## config.mk

```make
export PLATFORM = sky130hd
export DESIGN_NAME = grant_issue
export DESIGN_NICKNAME = d
export VERILOG_FILES = /design/src/rtl/grant_pkg.sv /design/src/rtl/grant_issue_lsb_pick.sv /design/src/rtl/grant_issue.sv
export SDC_FILE = /design/constraint.sdc
export NUM_CORES = 1
export LEC_CHECK = 0
export CORE_ASPECT_RATIO = 1.75
export CORE_MARGIN = 4
export CORE_UTILIZATION = 31
export DETAILED_ROUTE_END_ITERATION = 7
export PLACE_DENSITY = 0.64
export SLEW_MARGIN = 20
export SYNTH_ARGS = -nofsm -noshare
export SYNTH_HDL_FRONTEND = slang
export SYNTH_HIERARCHICAL = 1
export SYNTH_SLANG_ARGS = --single-unit
export TNS_END_PERCENT = 20
```

## constraint.sdc

```tcl
create_clock -name clk -period 1.4 [get_ports clk]
set_input_delay 0.21 -clock clk [delete_from_list [all_inputs] [get_ports clk]]
set_output_delay 0.21 -clock clk [all_outputs]
set_load 0.03 [all_outputs]
```

## src/rtl/grant_pkg.sv

```systemverilog
// grant_pkg: shared definitions for the grant issue stage.
//   state_t          issue FSM state encoding (IDLE / BUSY / SETTLE)
//   DEF_CHANNELS     default number of requestors
//   DEF_MAX_HOLD     default maximum hold time in cycles
//   idx_w()          width of a binary index into an N-bit vector
package grant_pkg;

  localparam int unsigned DEF_CHANNELS = 8;
  localparam int unsigned DEF_MAX_HOLD = 16;

  typedef enum logic [1:0] {
    ST_IDLE   = 2'd0,
    ST_BUSY   = 2'd1,
    ST_SETTLE = 2'd2
  } state_t;

  // At least one bit so a single-channel build still has a legal index port.
  function automatic int unsigned idx_w(input int unsigned n);
    return (n <= 1) ? 1 : $clog2(n);
  endfunction

endpackage

```

## src/rtl/grant_issue_lsb_pick.sv

```systemverilog
// lsb_pick: combinational lowest-set-bit picker.
// Ports:
//   i_vec     CHANNELS-bit input vector
//   o_onehot  one-hot vector of the lowest set bit of i_vec (0 if none)
//   o_idx     binary index of that bit (0 if none)
//   o_any     high when i_vec has any bit set
module lsb_pick
  import grant_pkg::*;
#(
  parameter  int unsigned CHANNELS = DEF_CHANNELS,
  localparam int unsigned IW       = idx_w(CHANNELS)
) (
  input  logic [CHANNELS-1:0] i_vec,
  output logic [CHANNELS-1:0] o_onehot,
  output logic [IW-1:0]       o_idx,
  output logic                o_any
);

  // Two's-complement trick isolates the lowest set bit.
  assign o_onehot = i_vec & (~i_vec + CHANNELS'(1));
  assign o_any    = |i_vec;

  // Scan from the top so the lowest set bit is the last one written.
  always_comb begin
    o_idx = '0;
    for (int i = int'(CHANNELS) - 1; i >= 0; i--) begin
      if (i_vec[i]) o_idx = IW'(i);
    end
  end

endmodule

```

## src/rtl/grant_issue.sv

```systemverilog
// grant_issue: issues one grant at a time from a precalculated candidate
// vector, holds it while the owner keeps requesting, and steps through a
// one-cycle settle before the next issue so the precalc stage sees the new
// grant. All outputs are registered.
// Optional feature macro: GRANT_HOLD_TIMEOUT_EN adds a hold counter that
// removes an owner after MAX_HOLD cycles and pulses preempt.
// Ports:
//   clk         system clock, rising edge
//   reset       asynchronous active-high reset
//   request     live request vector
//   nextGrant   registered candidate vector from the precalc stage
//   grant       one-hot last-issued grant (held after release)
//   grantValid  high while the owner holds the resource
//   grantId     binary index of grant
//   preempt     one-cycle pulse when an owner is removed by timeout
//
// state  | meaning
// IDLE   | no owner; issue on the first non-zero candidate vector
// BUSY   | owner holds the grant until release (or timeout)
// SETTLE | one cycle for nextGrant to catch up with the new grant
module grant_issue
  import grant_pkg::*;
#(
  parameter  int unsigned CHANNELS = DEF_CHANNELS,
  parameter  int unsigned MAX_HOLD = DEF_MAX_HOLD,
  localparam int unsigned IW       = idx_w(CHANNELS)
) (
  input  logic                clk,
  input  logic                reset,
  input  logic [CHANNELS-1:0] request,
  input  logic [CHANNELS-1:0] nextGrant,
  output logic [CHANNELS-1:0] grant,
  output logic                grantValid,
  output logic [IW-1:0]       grantId,
  output logic                preempt
);

  state_t              r_state;
  state_t              w_state_nxt;
  logic [CHANNELS-1:0] w_pick_onehot;
  logic [IW-1:0]       w_pick_idx;
  logic                w_pick_any;
  logic                w_owner_req;
  logic                w_timeout;
  logic [CHANNELS-1:0] w_grant_nxt;
  logic [IW-1:0]       w_id_nxt;
  logic                w_valid_nxt;
  logic                w_preempt_nxt;

  lsb_pick #(.CHANNELS(CHANNELS)) u_pick (
    .i_vec    (nextGrant & request),
    .o_onehot (w_pick_onehot),
    .o_idx    (w_pick_idx),
    .o_any    (w_pick_any)
  );

  assign w_owner_req = request[grantId];

`ifdef GRANT_HOLD_TIMEOUT_EN
  logic [7:0] r_cnt;
  logic [7:0] w_cnt_nxt;

  assign w_timeout = (r_cnt == 8'd0);

  always_comb begin
    w_cnt_nxt = r_cnt;
    if (r_state == ST_IDLE && w_pick_any)                   w_cnt_nxt = 8'(MAX_HOLD - 1);
    else if (r_state == ST_BUSY && w_owner_req && !w_timeout) w_cnt_nxt = r_cnt - 8'd1;
  end

  always_ff @(posedge clk or posedge reset) begin
    if (reset) r_cnt <= '0;
    else       r_cnt <= w_cnt_nxt;
  end
`else
  // MAX_HOLD has no effect when the timeout is compiled out.
  logic w_unused_max_hold;
  assign w_unused_max_hold = ^8'(MAX_HOLD);
  assign w_timeout         = 1'b0;
`endif

  // State register plus the registered outputs.
  always_ff @(posedge clk or posedge reset) begin
    if (reset) begin
      r_state    <= ST_IDLE;
      grant      <= '0;
      grantId    <= '0;
      grantValid <= 1'b0;
      preempt    <= 1'b0;
    end else begin
      r_state    <= w_state_nxt;
      grant      <= w_grant_nxt;
      grantId    <= w_id_nxt;
      grantValid <= w_valid_nxt;
      preempt    <= w_preempt_nxt;
    end
  end

  always_comb begin
    w_state_nxt = ST_IDLE;
    case (r_state)
      ST_IDLE:   w_state_nxt = w_pick_any ? ST_BUSY : ST_IDLE;
      ST_BUSY:   w_state_nxt = (!w_owner_req || w_timeout) ? ST_SETTLE : ST_BUSY;
      ST_SETTLE: w_state_nxt = ST_IDLE;
      default:   w_state_nxt = ST_IDLE;
    endcase
  end

  // grant/grantId keep the last owner unless a new issue happens, so the
  // precalc stage can rotate from it.
  always_comb begin
    w_grant_nxt   = grant;
    w_id_nxt      = grantId;
    w_valid_nxt   = 1'b0;
    w_preempt_nxt = 1'b0;
    case (r_state)
      ST_IDLE: begin
        if (w_pick_any) begin
          w_grant_nxt = w_pick_onehot;
          w_id_nxt    = w_pick_idx;
          w_valid_nxt = 1'b1;
        end
      end
      ST_BUSY: begin
        // Release wins over a coincident timeout: no preempt pulse then.
        if (w_owner_req) begin
          w_valid_nxt   = !w_timeout;
          w_preempt_nxt = w_timeout;
        end
      end
      default: ;
    endcase
  end

endmodule

```

# Word level (Yosys, flattened, before mapping)
# Index checks and enable logic that the tools add are counted.
[op_classes]
bitwise_logic = 3
n_addsub = 1
muxes = 16
reduce_logical = 3
n_eq_ne = 1
n_lt_le_gt_ge = 1
[ops]
columns = ["cell", "count"]
rows = [
  ["2-to-1 mux 3 bit", 8],
  ["bitwise AND 8 bit", 2],
  ["adder 8 x 1 -> 8 bit (second input constant)", 1],
  ["inverter 8 bit", 1],
  ["OR reduction 8 bit", 1],
  ["< comparator 3 x 4 -> 1 bit (second input constant)", 1],
  ["2-to-1 mux 1 bit", 4],
  ["one-hot mux 2 bit (2 select lines)", 1],
  ["binary-select mux 1 bit (select 3 bit)", 1],
  ["== test 2 x 1 -> 1 bit (second input constant)", 1],
  ["logical NOT 2 bit", 1],
  ["2-to-1 mux 2 bit", 1],
  ["one-hot mux 1 bit (2 select lines)", 1],
  ["AND reduction 2 bit", 1],
]
[word_totals]
word_cells = 29
output_inout_bits = 13
input_bits = 18
ff_bits = 14

# Logic depth before layout (Yosys ltp)
[depth]
word_depth = 9
ltp_mapped = 7
mapped_depth_nobuf = 6

# By module
# Netlist, hierarchy kept.
[by_module_without_submodules]
columns = ["module", "cells_per_inst", "seq_area_each_um2", "area_per_inst_um2", "instances"]
rows = [
  ["grant_issue", 52, 325.3, 649.4, 1],
  ["lsb_pick", 23, 0.0, 138.9, 1],
]

# Worst setup path before layout
# No wires, ideal clock.
[synth_timing]
path_kind = "in2reg"
startpoint = "in request[3]"
endpoint = "reg grantId[0]"
required_ns = 1.275
setup_ns = 0.125
stages = 7
setup_slack_ns = -0.462
t_arrival_ns = 1.737
n_path_buf = 1
path_cell_list = "and2_1 -> or4_4 -> nor3_2 -> nand2_1 -> nor3b_2 -> buf_4 -> mux2_2"
[synth_between]
elab_cells_between_ends = 7
cone_classes = "mux: 4; bitwise: 1; reduce/logical: 2"
[synth_lines]
columns = ["element", "line", "rtl"]
rows = [
  ["from (decl)", "grant_issue.sv:30", "input logic [CHANNELS-1:0] request,"],
  ["bitwise AND 8 bit", "grant_issue.sv:51", ".i_vec (nextGrant & request),"],
  ["OR reduction 8 bit", "grant_issue_lsb_pick.sv:21", "assign o_any = |i_vec;"],
  ["named net w_pick_any", "grant_issue.sv:42", "logic w_pick_any;"],
  ["AND reduction 2 bit (no source line)", "--", ""],
  ["to (signal assigned)", "grant_issue.sv:93", "grantId <= w_id_nxt;"],
  ["to (decl)", "grant_issue.sv:34", "output logic [IW-1:0] grantId,"],
]
# The timed path passes the listed nets, and every way through them passes these cells.
# A chain may end at the register's enable or synchronous reset.

# Worst setup path after layout
[layout_timing]
startpoint = "in request[6]"
endpoint = "reg grant[0]"
[layout_between]
elab_chain_len = 3
[layout_lines]
columns = ["element", "line", "rtl"]
rows = [
  ["bitwise AND 8 bit", "grant_issue.sv:51", ""],
  ["OR reduction 8 bit", "grant_issue_lsb_pick.sv:21", ""],
  ["named net w_pick_any", "grant_issue.sv:42", ""],
  ["AND reduction 2 bit (no source line)", "--", ""],
  ["to (signal assigned)", "grant_issue.sv:92", "grant <= w_grant_nxt;"],
  ["to (decl)", "grant_issue.sv:32", "output logic [CHANNELS-1:0] grant,"],
]
# The timed path passes the listed nets, and every way through them passes these cells.

==> results.json <==
{
  "cellLeakagePower_nw": 0.655,
  "drt_iter0_markers": 12,
  "max_freq_ghz": 0.621,
  "fin_ws_ns": -0.211,
  "antenna_found_initial": 0,
  "clockBufferDepth": 2,
  "synthCells": 75,
  "rsz0062_at_grt": "true",
  "grt_usage_pct": 14.8,
  "gp_congestion": 0.796,
  "worstPathCellList": "clkdlybuf4s50_1 -> and2_4 -> nor2_1 -> nand2_1 -> nor3b_4 -> mux2_2",
  "drive_gt1_share_pct": 44.8,
  "peakVddDrop_uv": 806,
  "io_pins": 31,
  "r2r-start": "r_state[0]",
  "regToRegSetupSlack_ns": 0.06,
  "grt_pass1_wl_um": 3620,
  "ys_ff_latch": 13,
  "powerDensity_nw_per_um2": 1610,
  "clk_latency_ns": 0.25,
  "syn_nets": 93,
  "cts-htree-levels": 1,
  "placed_area_sq_um": 1230,
  "nNetsFinal": 144,
  "yosysSeqAreaShare_pct": 41.3,
  "drc": 0,
  "initial_utilization_pct": 33.4,
  "n_antenna_cell": 0,
  "crit_slowest_cell": "clkdlybuf4s50_1",
  "row_count": 23,
  "io_buffers": 29,
  "core_sq_um": 2360,
  "finClkSkew_ns": 0.00195,
  "numCtsBuffers": 3,
  "cp_max_fo": 6,
  "dpl.hpwl_um": 1670,
  "place_ws_ns": -0.850,
  "worstPathArrival_ns": 1.74,
  "slowest_delay_ns": 0.48,
  "grt_max_degree": 14,
  "postCtsHoldBufs": 0,
  "synth.most_common_cell": "dfrtp_1",
  "grt_pass1_vias": 886,
  "syn_avg_cell_area_sq_um": 10.5,
  "synthFlopType": "dfrtp_1",
  "slew_violations": 0,
  "dp.cells": 143,
  "fin_tns_setup_ns": -2.12,
  "overflow": 0,
  "setup-violations-final": 12,
  "synth.cell_area_sq_um": 788,
  "cp_num_buf_inv": 1,
  "syn_to_final_growth_pct": 64.3,
  "routed_wl_um": 2210,
  "critPathKind": "in2reg",
  "rr_worst_depth": 2,
  "synth_top_area_share_pct": 41.3,
  "clkTransAtPathRegs_ns": 0.05,
  "cap_violations": 0,
  "synth_area_leaders": "dfrtp_1 (41%), mux2_2 (16%), and2_1 (7.9%)",
  "synth_edf_count": 0,
  "max-slew-margin-rel_pct": 65.4,
  "fill_cells": 237,
  "violations": "negative setup slack",
  "via_count": 767,
  "cts_tree": "done",
  "crit_required_ns": 1.53,
  "final_area_sq_um": 1290,
  "wl_per_cell_um": 14.7,
  "tightest_slew_ns": 0.519,
  "yosysUniqueCellTypes": 25,
  "detail_route.vias_per_cell": 5.11,
  "outcome": "finished with violations",
  "hp-class": "in2async",
  "hold_viol_final": 0,
  "first_pass_iters": 4,
  "fin_crit_ns": 1.61,
  "fin_crit_sh_pct": 115,
  "stdcell_count": 150,
  "crit_path_end_kind": "register",
  "cts_sinks": 13,
  "r2r_end": "grant[0]",
  "die_h_um": 74.7,
  "yosysWarningCount": 6,
  "start_kind": "input pin",
  "fp.dieW_um": 46.1,
  "critPathTopFamily": "simple AND/OR/NAND/NOR gates",
  "yosysTopAreaCell": "dfrtp_1",
  "root_buffer": "clkbuf_8",
  "postRouteAntennaNets": 0,
  "synth_top_cells_by_count": "dfrtp_1 (13), mux2_2 (11), and2_1 (10), nor2_1 (6), nor2b_1 (4)",
  "die-area_sq_um": 3450,
  "synth-async-reset-ratio_pct": 100
}
-- area by class of cell --
| type | count | area [sq um] | area share (%) |
|---|---|---|---|
| Multi-Input combinational cell | 56 | 470 | 36.3 |
| Timing Repair Buffer | 49 | 410 | 31.7 |
| Sequential cell | 13 | 327 | 25.2 |
| Clock buffer | 4 | 45.0 | 3.48 |
| Tap cell | 25 | 31.3 | 2.42 |
| Inverter | 3 | 11.3 | 0.870 |
-- logic make-up (layout without fill, tap and decap cells) --
family                 count (synthesis)  after routing  synth area share, %
other                                  1              1                0.476
and+or+nand+nor                       30             31                 23.3
buffers and inverters                  7             56                 5.71
AOI/OAI and AO/OA                      9              9                 7.78
DFF                                   13             13                 41.3
muxes                                 15             15                 21.4
-- repair_timing --
action	in CTS	in global routing
setup endpoints to repair	23	13
setup buffers	2	0
gates cloned	1	0
gates resized for setup	48	2
pin swaps	5	0
-- through the flow --
step	util (%)	total power, mW	hold slack [ns]
finish	54.9	2.09	0.305
global route	54.9	2.22	0.351
CTS	55.0	2.11	0.314
detailed placement	52.0	1.78	0.500
global placement	52.0	1.76	0.496
floorplan	-	1.34	0.0870
-- layer usage --
layer  GRT usage [%]  wire length [um]  vias to the layer above
li1                -                 -                      359
met1            14.3               811                      370
met2            26.2              1170                       31
met3            3.59               158                        7
met4            10.1                64                        0
met5               0                 0                        -
-- worst max-delay path by stage --
stage	to	slack, ns	cells after the start	start
2_1_floorplan	grantId[0]	-0.45	7	nextGrant[1]
3_3_place_gp	grant[7]	-0.82	7	request[1]
3_5_place_dp	grant[2]	-0.85	7	request[1]
4_1_cts	grant[0]	-0.22	6	request[6]
5_1_grt	grant[5]	-0.29	6	request[7]
6_report	grant[0]	-0.21	6	request[6]
-- registers in the layout, indices dropped and copies added, names as in the netlist --
signal / cells
grant: 8
r_state: 2
grantId: 3
-- report_power, final --
group | internal (mW) | switching (mW) | leakage, nW | total, mW
Clock | 0.201 | 0.137 | 0.0228 | 0.338
Combinational | 0.571 | 0.566 | 0.462 | 1.14
Sequential | 0.509 | 0.103 | 0.170 | 0.612
-- cells in the final DEF, fill, tap and decap left out, drive strengths merged, types with 4 or more instances in the layout --
| master | count |
|---|---|
| and2 | 10 |
| buf | 27 |
| clkbuf | 5 |
| clkdlybuf4s50 | 9 |
| dfrtp | 13 |
| dlygate4sd2 | 10 |
| mux2 | 12 |
| nor2 | 6 |
| nor2b | 4 |
| nor3b | 4 |
(Power assumes the default switching activity.)
